[src/rtl/pe_fu_ctrl_pkg.sv]
// Shared types and field constants for the RipTide PE functional-unit controller.
package pe_fu_ctrl_pkg;

   localparam int unsigned PE_OP_W       = 4;
   localparam int unsigned PE_TRIP_W     = 8;
   localparam int unsigned CFG_BCONST_B  = 4;
   localparam int unsigned CFG_TRIP_LSB  = 8;

   typedef enum logic [2:0] {
      S_CFG   = 3'd0,
      S_RUN   = 3'd1,
      S_WAIT  = 3'd2,
      S_DRAIN = 3'd3,
      S_DONE  = 3'd4
   } pe_ctrl_state_e;

   typedef struct packed {
      logic [PE_TRIP_W-1:0] trip;
      logic                 b_const;
      logic [PE_OP_W-1:0]   op;
   } pe_cfg0_t;

endpackage

[src/rtl/pe_fu_ctrl_if.sv]
// Channel bundle between the PE controller and its environment.
// PE_FU_CTRL_PERF_EN adds the performance counter outputs.
interface pe_fu_ctrl_if #(
   parameter int unsigned DATA_WIDTH = 32
);
   import pe_fu_ctrl_pkg::*;

   logic                  clear;
   logic                  cfg_valid;
   logic [DATA_WIDTH-1:0] cfg_data;
   logic                  cfg_ready;
   logic                  cfgd;
   logic                  a_valid;
   logic [DATA_WIDTH-1:0] a_data;
   logic                  a_ready;
   logic                  b_valid;
   logic [DATA_WIDTH-1:0] b_data;
   logic                  b_ready;
   logic                  fu_in_valid;
   logic [DATA_WIDTH-1:0] fu_in_a;
   logic [DATA_WIDTH-1:0] fu_in_b;
   logic [PE_OP_W-1:0]    fu_op;
   logic                  fu_ready;
   logic                  fu_done;
   logic [DATA_WIDTH-1:0] fu_out;
   logic                  out_valid;
   logic [DATA_WIDTH-1:0] out_data;
   logic                  out_ready;
   logic                  done;
`ifdef PE_FU_CTRL_PERF_EN
   logic [31:0]           perf_fire;
   logic [31:0]           perf_stall;
`endif

   modport slave (
      input  clear, cfg_valid, cfg_data, a_valid, a_data, b_valid, b_data,
             fu_ready, fu_done, fu_out, out_ready,
      output cfg_ready, cfgd, a_ready, b_ready, fu_in_valid, fu_in_a, fu_in_b,
             fu_op, out_valid, out_data, done
`ifdef PE_FU_CTRL_PERF_EN
      , output perf_fire, perf_stall
`endif
   );

   modport master (
      output clear, cfg_valid, cfg_data, a_valid, a_data, b_valid, b_data,
             fu_ready, fu_done, fu_out, out_ready,
      input  cfg_ready, cfgd, a_ready, b_ready, fu_in_valid, fu_in_a, fu_in_b,
             fu_op, out_valid, out_data, done
`ifdef PE_FU_CTRL_PERF_EN
      , input perf_fire, perf_stall
`endif
   );

endinterface

[src/rtl/pe_out_fifo.sv]
// Small power-of-two result queue with occupancy count and synchronous flush.
module pe_out_fifo #(
   parameter  int unsigned DEPTH = 4,
   parameter  int unsigned WIDTH = 32,
   localparam int unsigned AW    = $clog2(DEPTH),
   localparam int unsigned CW    = AW + 1
) (
   input  logic             clk,
   input  logic             rst,
   input  logic             flush,
   input  logic             push,
   input  logic [WIDTH-1:0] din,
   input  logic             pop,
   output logic [WIDTH-1:0] dout,
   output logic [CW-1:0]    count,
   output logic             empty,
   output logic             full
);

   logic [WIDTH-1:0] mem [DEPTH];
   logic [AW-1:0]    wr_ptr;
   logic [AW-1:0]    rd_ptr;
   logic             do_push;
   logic             do_pop;

   assign empty   = (count == '0);
   assign full    = (count == CW'(DEPTH));
   assign do_push = push && !full;
   assign do_pop  = pop && !empty;
   assign dout    = mem[rd_ptr];

   always_ff @(posedge clk) begin
      if (rst || flush) begin
         wr_ptr <= '0;
         rd_ptr <= '0;
         count  <= '0;
      end else begin
         if (do_push) wr_ptr <= wr_ptr + AW'(1);
         if (do_pop)  rd_ptr <= rd_ptr + AW'(1);
         case ({do_push, do_pop})
            2'b10:   count <= count + CW'(1);
            2'b01:   count <= count - CW'(1);
            default: count <= count;
         endcase
      end
   end

   // Storage needs no reset: entries are only visible between push and pop.
   always_ff @(posedge clk) begin
      if (do_push) mem[wr_ptr] <= din;
   end

endmodule

[src/rtl/pe_fu_ctrl.sv]
// Sequencing controller for one RipTide PE functional unit: config load,
// operand gather, single-issue to the FU, and a reserved-slot output queue.
// PE_FU_CTRL_PERF_EN adds saturating issue/stall counters.
module pe_fu_ctrl
   import pe_fu_ctrl_pkg::*;
#(
   parameter int unsigned DATA_WIDTH = 32,
   parameter int unsigned OUT_DEPTH  = 4
) (
   input  logic        clk,
   input  logic        rst,
   pe_fu_ctrl_if.slave bus
);

   localparam int unsigned CNT_W = $clog2(OUT_DEPTH) + 1;

   pe_ctrl_state_e        state;
   logic                  cfg_idx;
   pe_cfg0_t              cfg0;
   logic [DATA_WIDTH-1:0] b_cst;
   logic [DATA_WIDTH-1:0] a_reg;
   logic [DATA_WIDTH-1:0] b_reg;
   logic                  a_held;
   logic                  b_held;
   logic [PE_TRIP_W-1:0]  fire_cnt;
   logic                  cfg_ready;
   logic                  cfgd;
   logic                  a_ready;
   logic                  b_ready;
   logic                  done;

   logic [CNT_W-1:0]      q_count;
   logic                  q_empty;
   logic                  q_full;
   logic [DATA_WIDTH-1:0] q_head;

   logic                  ops_ready;
   logic                  issue;
   logic                  push;
   logic                  pop;
   logic                  drain_last;
   logic                  trip_hit;

   // Only one op is ever in flight, so a non-full queue at issue reserves its slot.
   assign ops_ready  = a_held && (b_held || cfg0.b_const);
   assign issue      = (state == S_RUN) && ops_ready && bus.fu_ready && !q_full;
   assign push       = (state == S_WAIT) && bus.fu_done;
   assign pop        = !q_empty && bus.out_ready;
   assign drain_last = q_empty || ((q_count == CNT_W'(1)) && pop);
   assign trip_hit   = (cfg0.trip != '0) && (fire_cnt == cfg0.trip);

   pe_out_fifo #(
      .DEPTH (OUT_DEPTH),
      .WIDTH (DATA_WIDTH)
   ) u_out_fifo (
      .clk   (clk),
      .rst   (rst),
      .flush (bus.clear),
      .push  (push),
      .din   (bus.fu_out),
      .pop   (pop),
      .dout  (q_head),
      .count (q_count),
      .empty (q_empty),
      .full  (q_full)
   );

   always_ff @(posedge clk) begin
      if (rst || bus.clear) begin
         state     <= S_CFG;
         cfg_idx   <= 1'b0;
         cfg0      <= '0;
         b_cst     <= '0;
         a_reg     <= '0;
         b_reg     <= '0;
         a_held    <= 1'b0;
         b_held    <= 1'b0;
         fire_cnt  <= '0;
         cfg_ready <= 1'b1;
         cfgd      <= 1'b0;
         a_ready   <= 1'b0;
         b_ready   <= 1'b0;
         done      <= 1'b0;
      end else begin
         case (state)
            S_CFG: begin
               if (bus.cfg_valid) begin
                  if (!cfg_idx) begin
                     cfg0.op      <= bus.cfg_data[PE_OP_W-1:0];
                     cfg0.b_const <= bus.cfg_data[CFG_BCONST_B];
                     cfg0.trip    <= bus.cfg_data[CFG_TRIP_LSB +: PE_TRIP_W];
                     cfg_idx      <= 1'b1;
                  end else begin
                     b_cst     <= bus.cfg_data;
                     cfg_ready <= 1'b0;
                     cfgd      <= 1'b1;
                     a_ready   <= 1'b1;
                     b_ready   <= !cfg0.b_const;
                     state     <= S_RUN;
                  end
               end
            end
            S_RUN: begin
               if (bus.a_valid && a_ready) begin
                  a_reg   <= bus.a_data;
                  a_held  <= 1'b1;
                  a_ready <= 1'b0;
               end
               if (bus.b_valid && b_ready) begin
                  b_reg   <= bus.b_data;
                  b_held  <= 1'b1;
                  b_ready <= 1'b0;
               end
               if (issue) begin
                  a_held <= 1'b0;
                  b_held <= 1'b0;
                  if (fire_cnt != '1) fire_cnt <= fire_cnt + PE_TRIP_W'(1);
                  state  <= S_WAIT;
               end
            end
            S_WAIT: begin
               if (bus.fu_done) begin
                  if (trip_hit) begin
                     state <= S_DRAIN;
                  end else begin
                     a_ready <= 1'b1;
                     b_ready <= !cfg0.b_const;
                     state   <= S_RUN;
                  end
               end
            end
            S_DRAIN: begin
               if (drain_last) begin
                  done  <= 1'b1;
                  state <= S_DONE;
               end
            end
            S_DONE: begin
               done <= 1'b1;
            end
            default: state <= S_CFG;
         endcase
      end
   end

   assign bus.cfg_ready   = cfg_ready;
   assign bus.cfgd        = cfgd;
   assign bus.a_ready     = a_ready;
   assign bus.b_ready     = b_ready;
   assign bus.fu_in_valid = issue;
   assign bus.fu_in_a     = a_reg;
   assign bus.fu_in_b     = cfg0.b_const ? b_cst : b_reg;
   assign bus.fu_op       = cfg0.op;
   assign bus.out_valid   = !q_empty;
   assign bus.out_data    = q_empty ? '0 : q_head;
   assign bus.done        = done;

`ifdef PE_FU_CTRL_PERF_EN
   logic [31:0] perf_fire;
   logic [31:0] perf_stall;
   logic        stall;

   assign stall = (state == S_RUN) && ops_ready && !(bus.fu_ready && !q_full);

   always_ff @(posedge clk) begin
      if (rst || bus.clear) begin
         perf_fire  <= '0;
         perf_stall <= '0;
      end else begin
         if (issue && (perf_fire != '1))  perf_fire  <= perf_fire + 32'(1);
         if (stall && (perf_stall != '1)) perf_stall <= perf_stall + 32'(1);
      end
   end

   assign bus.perf_fire  = perf_fire;
   assign bus.perf_stall = perf_stall;
`endif

endmodule

[src/flat_wrapper.sv]
// flat-port wrapper written by rule: the top's interface ports become plain ports
module pe_fu_ctrl_flat import pe_fu_ctrl_pkg::*;
#(
   parameter int unsigned DATA_WIDTH = 32,
   parameter int unsigned OUT_DEPTH  = 4
)
  (clk, rst, bus_clear, bus_cfg_valid, bus_cfg_data, bus_a_valid, bus_a_data, bus_b_valid, bus_b_data, bus_fu_ready, bus_fu_done, bus_fu_out, bus_out_ready, bus_cfg_ready, bus_cfgd, bus_a_ready, bus_b_ready, bus_fu_in_valid, bus_fu_in_a, bus_fu_in_b, bus_fu_op, bus_out_valid, bus_out_data, bus_done);
  pe_fu_ctrl_if #(.DATA_WIDTH(DATA_WIDTH)) bus_i ();
  input  logic clk;
  input  logic rst;
  input wire logic [$bits(bus_i.clear)-1:0] bus_clear;
  input wire logic [$bits(bus_i.cfg_valid)-1:0] bus_cfg_valid;
  input wire logic [$bits(bus_i.cfg_data)-1:0] bus_cfg_data;
  input wire logic [$bits(bus_i.a_valid)-1:0] bus_a_valid;
  input wire logic [$bits(bus_i.a_data)-1:0] bus_a_data;
  input wire logic [$bits(bus_i.b_valid)-1:0] bus_b_valid;
  input wire logic [$bits(bus_i.b_data)-1:0] bus_b_data;
  input wire logic [$bits(bus_i.fu_ready)-1:0] bus_fu_ready;
  input wire logic [$bits(bus_i.fu_done)-1:0] bus_fu_done;
  input wire logic [$bits(bus_i.fu_out)-1:0] bus_fu_out;
  input wire logic [$bits(bus_i.out_ready)-1:0] bus_out_ready;
  output wire logic [$bits(bus_i.cfg_ready)-1:0] bus_cfg_ready;
  output wire logic [$bits(bus_i.cfgd)-1:0] bus_cfgd;
  output wire logic [$bits(bus_i.a_ready)-1:0] bus_a_ready;
  output wire logic [$bits(bus_i.b_ready)-1:0] bus_b_ready;
  output wire logic [$bits(bus_i.fu_in_valid)-1:0] bus_fu_in_valid;
  output wire logic [$bits(bus_i.fu_in_a)-1:0] bus_fu_in_a;
  output wire logic [$bits(bus_i.fu_in_b)-1:0] bus_fu_in_b;
  output wire logic [$bits(bus_i.fu_op)-1:0] bus_fu_op;
  output wire logic [$bits(bus_i.out_valid)-1:0] bus_out_valid;
  output wire logic [$bits(bus_i.out_data)-1:0] bus_out_data;
  output wire logic [$bits(bus_i.done)-1:0] bus_done;
  assign bus_i.clear = bus_clear;
  assign bus_i.cfg_valid = bus_cfg_valid;
  assign bus_i.cfg_data = bus_cfg_data;
  assign bus_i.a_valid = bus_a_valid;
  assign bus_i.a_data = bus_a_data;
  assign bus_i.b_valid = bus_b_valid;
  assign bus_i.b_data = bus_b_data;
  assign bus_i.fu_ready = bus_fu_ready;
  assign bus_i.fu_done = bus_fu_done;
  assign bus_i.fu_out = bus_fu_out;
  assign bus_i.out_ready = bus_out_ready;
  assign bus_cfg_ready = bus_i.cfg_ready;
  assign bus_cfgd = bus_i.cfgd;
  assign bus_a_ready = bus_i.a_ready;
  assign bus_b_ready = bus_i.b_ready;
  assign bus_fu_in_valid = bus_i.fu_in_valid;
  assign bus_fu_in_a = bus_i.fu_in_a;
  assign bus_fu_in_b = bus_i.fu_in_b;
  assign bus_fu_op = bus_i.fu_op;
  assign bus_out_valid = bus_i.out_valid;
  assign bus_out_data = bus_i.out_data;
  assign bus_done = bus_i.done;
  pe_fu_ctrl #(.DATA_WIDTH(DATA_WIDTH), .OUT_DEPTH(OUT_DEPTH)) u_core (.clk(clk), .rst(rst), .bus(bus_i));
endmodule
[config.mk]
export PLATFORM = sky130hd
export DESIGN_NAME = pe_fu_ctrl_flat
export DESIGN_NICKNAME = d
export VERILOG_FILES = /design/src/rtl/pe_fu_ctrl_pkg.sv /design/src/rtl/pe_fu_ctrl_if.sv /design/src/rtl/pe_out_fifo.sv /design/src/rtl/pe_fu_ctrl.sv /design/src/flat_wrapper.sv
export SDC_FILE = /design/constraint.sdc
export NUM_CORES = 1
export LEC_CHECK = 0
export BUFFER_PORTS_ARGS = -buffer_cell sky130_fd_sc_hd__buf_2
export CAP_MARGIN = 40
export CORE_ASPECT_RATIO = 2
export CORE_UTILIZATION = 58
export DETAILED_ROUTE_END_ITERATION = 6
export GPL_TIMING_DRIVEN = 0
export PLACE_DENSITY_LB_ADDON = 0.08
export SYNTH_ARGS = -nofsm -noshare
export SYNTH_HDL_FRONTEND = slang
export SYNTH_SLANG_ARGS = --single-unit
[constraint.sdc]
create_clock -name clk -period 3.9 [get_ports clk]
set_input_delay 0 -clock clk [delete_from_list [all_inputs] [get_ports clk]]
set_output_delay 0 -clock clk [all_outputs]
set_load 0.01 [all_outputs]
==> impl_metrics.yaml, run 1 <==
run_status:
  status: "finished clean"
grt:
  grt_pass1_wl_um: 42600
  grt_overflow: 0
  first_global_vias: 8643
  track_usage_pct: 28.9
  antenna_found_initial: 2
  grt_max_degree: 24
synth:
  async_reset_ff_share_pct: 0
  synthMostInstantiatedCell: "nand2_1"
  ys_dominant_reg_cell: "dfxtp_1"
  synth_nets: 1024
  synth_top_area_share_pct: 36.5
  syn_area_mm2: 0.0105
  post-synth-top-area-cell: "edfxtp_1"
  synth_seq_area_share_pct: 62.6
  synth_area_per_cell_um2: 12.0
  syn_inst: 877
  synth_edf_count: 128
  synth.distinct_cells: 47
  synth_seq_cells: 265
  yosysWarnings: 0
  yosys-top-cells-area: "edfxtp_1, dfxtp_1, nand2_1"
  synthTopCellsByCount: "nand2_1, dfxtp_1, edfxtp_1"
floorplan:
  ios: 244
  core-area_mm2: 0.0178
  start_util_pct: 59.2
  rows: 69
  dieArea_mm2: 0.0187
  die-height_um: 192
  die_w_um: 97.3
worst_setup_path:
  cp-end-kind: "flip-flop"
  start_kind: "flip-flop"
  critPathBufInv: 2
  worstSetupPathType: "flip-flop to flip-flop"
  worstPathRequired_ns: 4.33
  slowest_stage: "nor4_2"
  crit_chain: "inv_1 -> ha_1 -> and2_1 -> nor4_2 -> inv_1 -> ha_1 -> or3_1 -> a21oi_1"
  path_delay_family: "simple AND/OR/NAND/NOR gates"
  cp_slowest_stage_delay_ns: 0.60
  critPathArrivalTime_ns: 3.05
  path_max_fanout: 7
power_and_ir_drop:
  p_per_area_mw_per_mm2: 382
  total_leakage_power_nw: 5.51
  ir_worst_vdd_mv: 0.380
placement:
  dpl.hpwl_um: 17400
  place_inst: 1337
  io_buffers: 243
  gp_congestion: 0.831
layout:
  top_register: "u_core.u_out_fifo.mem"
  area_growth_pct: 35.4
  largest_reg_flops: 128
  drive_gt1_share_pct: 29.4
  instances_no_fill: 1520
  nNetsFinal: 1437
sta:
  finalSetupViolCount: 0
  layout_min_cycle_time_ns: 2.62
  slew_viol_final: 0
  fin_skew_ns: 0.0174
  hold_viol: 0
  grt_setup_unrepaired: "no"
  maxSlewHeadroom_pct: 53.6
  fin_crit_sh_pct: 67.1
  tns_ns: 0
  worstMarginPinSlew_ns: 0.690
  max_clock_freq_ghz: 0.382
drt:
  highest_layer: "met5"
  wl_per_cell_um: 18.1
  ant_nets: 0
  wl_um: 27500
  route.met2.wl_um: 15600
  dr.pass1.iters: 5
  met3_length_um: 1550
  first_iter_violations: 329
  vias_per_cell: 5.40
  wl_met1_um: 9340
  dr_total_vias: 8212
  drc: 0
clocking:
  cts_buffers: 22
  cts.root.buffer_cell: "clkbuf_16"
  clock_path_buffers: 3
  clock-sinks: 265
  cts_tree: "yes"
  cts_hold_buf: 142
  clock_latency_ns: 0.52
  cts_resized: 0
  clkSlewWorstSetupHoldPaths_ns: 0.07
  cts_setup_buffers: 0
  htree_levels: 1
flow_run:
  max-cap-violations: 0
worst_hold_path:
  hp-class: "input pin to flip-flop"
[worst reg2reg max path, stage by stage, from the launching register on]
cell and delay, ns:
dfxtp_1 0.40, inv_1 0.09, ha_1 0.24, and2_1 0.21
nor4_2 0.60, inv_1 0.10, ha_1 0.38, or3_1 0.38
a21oi_1 0.14
[path summary, 6_finish.rpt]
check,to,cells past startpoint,startpoint,slack (ns)
max reg2reg,u_core.u_out_fifo.count[2]$_SDFFE_PP0P_,8,u_core.u_out_fifo.count[0]$_SDFFE_PP0P_,1.28
min reg2reg,u_core.bus.cfg_ready$_SDFFE_PP1P_,2,u_core.bus.cfg_ready$_SDFFE_PP1P_,0.45
min,u_core.state[1]$_SDFFE_PP0P_,6,bus_fu_ready,0.10
max,u_core.u_out_fifo.count[2]$_SDFFE_PP0P_,8,u_core.u_out_fifo.count[0]$_SDFFE_PP0P_,1.28
[report_power, final]
group	switching (W)	total, W	internal (W)
Sequential	0.00000645	0.00292	0.00292
Combinational	0.000125	0.000294	0.000169
Clock	0.00101	0.00222	0.00122
Total	0.00114	0.00544	0.00430
[cell type report]
cell class / count / area, um2
antenna: 1 / 2.50
clock inverter: 11 / 98.8
tap: 213 / 267
timing repair buffer: 389 / 2730
inverter: 8 / 30.0
fill: 1075 / 3530
multi-input combinational: 545 / 3620
sequential: 265 / 6590
clock buffer: 29 / 628
buffer: 59 / 290
[cell usage in the layout, fill, tap and decap left out, types with 35 or more instances in the layout]
master,n
a21oi_1,103
and2_1,35
buf_2,253
clkbuf_1,39
dfxtp_1,137
dlygate4sd3_1,142
edfxtp_1,128
nand2_1,201
nor2_1,39
[layer usage]
metal	GRT usage (%)	vias up
met5	0	-
met4	12.0	2
met3	5.51	85
met2	57.5	299
met1	28.7	3931
li1	-	3895
[stage by stage]
stage / hold slack, ns / power, W / util (%) / setup slack [ns] / cell area [um2]
after detailed placement: 0.216 / 0.00316 / 68.0 / 1.27 / 12100
after global placement: 0.211 / 0.00316 / 67.5 / 0.486 / 12000
after floorplan: 0.0989 / 0.00306 / - / 1.34 / 10500
after global routing: 0.110 / 0.00559 / 80.1 / 1.08 / 14200
final: 0.101 / 0.00544 / 80.1 / 1.28 / 14200
after CTS: 0.0802 / 0.00545 / 80.1 / 1.27 / 14200
[kinds of logic after synthesis]
| group | after synthesis | share of synthesized area [%] |
|---|---|---|
| AO/OA/AOI/OAI | 114 | 5.71 |
| XOR/XNOR | 20 | 1.66 |
| adder cells (fa/ha/maj) | 10 | 1.19 |
| buffers and inverters | 67 | 3.04 |
| flip-flops | 265 | 62.6 |
| multiplexers | 80 | 11.8 |
| AND/OR/NAND/NOR | 321 | 14.0 |
Note: power is estimated with default switching activity, not from simulation.
==> run 2: changes to the inputs <==
- CORE_UTILIZATION: 58 -> 49
- clock period: 3.9 -> 2.2 ns (I/O delays scaled with it)
==> run 2 against run 1 <==
Compared with the run above:
- sequential share of layout area down 0.10 points
- clock power grew 70%
- cell area increased by 0.24%
- critical path depth shrank 4
- via count fell by 3.0%
- utilization decreased by 12 points
- global-route usage shrank 4.7 points
- wire length fell by 4.1%
- setup slack got worse by 1.2 ns
- register-to-register slack got worse by 1.1 ns
- combinational power increased by 76%
- largest power group unchanged
==> impl_metrics.yaml, run 2 (synthesis results as in run 1) <==
run_status:
  status: "finished clean"
grt:
  grt_max_degree: 27
  grt_pass1_wl_um: 41800
  antenna_found_initial: 0
  grt_overflow: 0
  track_usage_pct: 24.2
  first_global_vias: 8476
sta:
  layout_min_cycle_time_ns: 2.11
  slew_viol_final: 0
  maxSlewHeadroom_pct: 55.7
  setup_ws_ns: 0.0915
  finalSetupViolCount: 0
  fin_skew_ns: 0.0250
  worstMarginPinSlew_ns: 0.664
  grt_setup_unrepaired: "yes"
  tns_ns: 0
  hold_viol: 0
  max_clock_freq_ghz: 0.474
  fin_crit_sh_pct: 95.8
layout:
  drive_gt1_share_pct: 29.7
  largest_reg_flops: 128
  top_register: "u_core.u_out_fifo.mem"
  nNetsFinal: 1436
  layout_common_cells: "buf_2, nand2_1, dlygate4sd3_1"
  n_antenna_cell: 0
  fillCellCount: 1629
  area_growth_pct: 35.7
  layout_commonest_cell: "buf_2"
placement:
  dpl.hpwl_um: 18100
  io_buffers: 243
  gp_congestion: 0.829
  dp_slack_ns: -0.282
floorplan:
  core-area_mm2: 0.0210
  dieArea_mm2: 0.0221
  rows: 75
  die-height_um: 209
  die_w_um: 106
  start_util_pct: 50.1
  ios: 244
clocking:
  clock-sinks: 265
  cts_buffers: 23
  clock_latency_ns: 0.52
  clock_path_buffers: 3
  cts_tree: "yes"
  clkSlewWorstSetupHoldPaths_ns: 0.06
  cts.root.buffer_cell: "clkbuf_16"
  htree_levels: 1
drt:
  wl_per_cell_um: 16.8
  ant_nets: 0
  dr_total_vias: 7964
  dr.pass1.iters: 4
  vias_per_cell: 5.06
  drc: 0
  wl_um: 26400
  first_iter_violations: 246
worst_setup_path:
  worstPathRequired_ns: 2.20
  cp_slowest_stage_delay_ns: 0.51
  path_max_fanout: 10
  critPathArrivalTime_ns: 2.11
  crit_chain: "buf_4 -> mux4_2 -> and2_1 -> buf_2"
  critPathBufInv: 2
  cp-end-kind: "output pin"
  start_kind: "flip-flop"
  path_delay_family: "multiplexers"
  worstSetupPathType: "flip-flop to output pin"
  slowest_stage: "mux4_2"
power_and_ir_drop:
  p_per_area_mw_per_mm2: 664
  ir_worst_vdd_mv: 0.669
  total_leakage_power_nw: 5.50
worst_hold_path:
  hp-class: "input pin to flip-flop"
flow_run:
  max-cap-violations: 0
[run 2: cell count changes in the layout (fill, tap and decap cells not counted), sizes merged, moves of 2 or more]
cell and delta:
clkinv -5, clkbuf +4, dlygate4sd3 -3, buf +2
[run 2: metal layers]
layer | wire [um] | global-route usage [%]
met1 | 9130 | 22.9
met2 | 14800 | 48.6
met3 | 1330 | 4.25
met4 | 1050 | 11.3
met5 | 0 | 0
[run 2: area by class of cell]
| class | instances | area, um2 | share of cell area, % |
|---|---|---|---|
| tap | 269 | 337 | 2.36 |
| clock inverter | 6 | 26.3 | 0.184 |
| timing repair buffer | 388 | 2700 | 18.9 |
| sequential | 265 | 6590 | 46.1 |
| multi-input combinational | 545 | 3640 | 25.5 |
| clock buffer | 34 | 657 | 4.60 |
| buffer | 58 | 305 | 2.14 |
| inverter | 8 | 30.0 | 0.210 |
[run 2: worst paths after layout]
| kind | start | cells after the start | endpoint | slack (ns) |
|---|---|---|---|---|
| worst max register to register | u_core.u_out_fifo.count[0]$_SDFFE_PP0P_ | 7 | u_core.u_out_fifo.mem[3][16]$_DFFE_PP_ | 0.15 |
| worst min register to register | u_core.bus.done$_SDFFE_PP0P_ | 2 | u_core.bus.done$_SDFFE_PP0P_ | 0.44 |
| worst max-delay path | flip-flop | 4 | bus_out_data[9] | 0.09 |
| worst min-delay path | bus_fu_ready | 6 | u_core.state[1]$_SDFFE_PP0P_ | 0.11 |
[run 2: stage by stage]
| step | instances | hold slack (ns) | instance area, um2 | utilization (%) | power [W] |
|---|---|---|---|---|---|
| after floorplan | 877 | 0.0989 | 10500 | - | 0.00542 |
| after global placement | 1389 | 0.215 | 12100 | 57.5 | 0.00561 |
| after detailed placement | 1393 | 0.218 | 12200 | 57.9 | 0.00561 |
| after CTS | 1573 | 0.107 | 14300 | 67.9 | 0.00954 |
| after global routing | 1573 | 0.167 | 14300 | 68.0 | 0.00976 |
| final | 1573 | 0.106 | 14300 | 68.0 | 0.00948 |
[run 2: where the power goes]
| group | internal, W | switching [W] | leakage [nW] | total [W] |
|---|---|---|---|---|
| Sequential | 0.00517 | 0.0000113 | 2.26 | 0.00519 |
| Combinational | 0.000300 | 0.000217 | 2.91 | 0.000517 |
| Clock | 0.00206 | 0.00172 | 0.341 | 0.00378 |
| Total | 0.00753 | 0.00195 | 5.50 | 0.00948 |
[run 2: tightest hold or removal path, cell delays in order]
cell      delay, ns
buf_2          0.10
o211ai_1       0.15
or4b_2         0.15
a21oi_1        0.06
nor2_1         0.08
nor2_1         0.05
[run 2: what timing repair did]
action	CTS	global route
resized for setup	12	5
setup endpoints to repair	133	108
endpoints found under the hold margin	244	0
hold buffers	139	0
pin swaps	1	0
buffers inserted	2	0
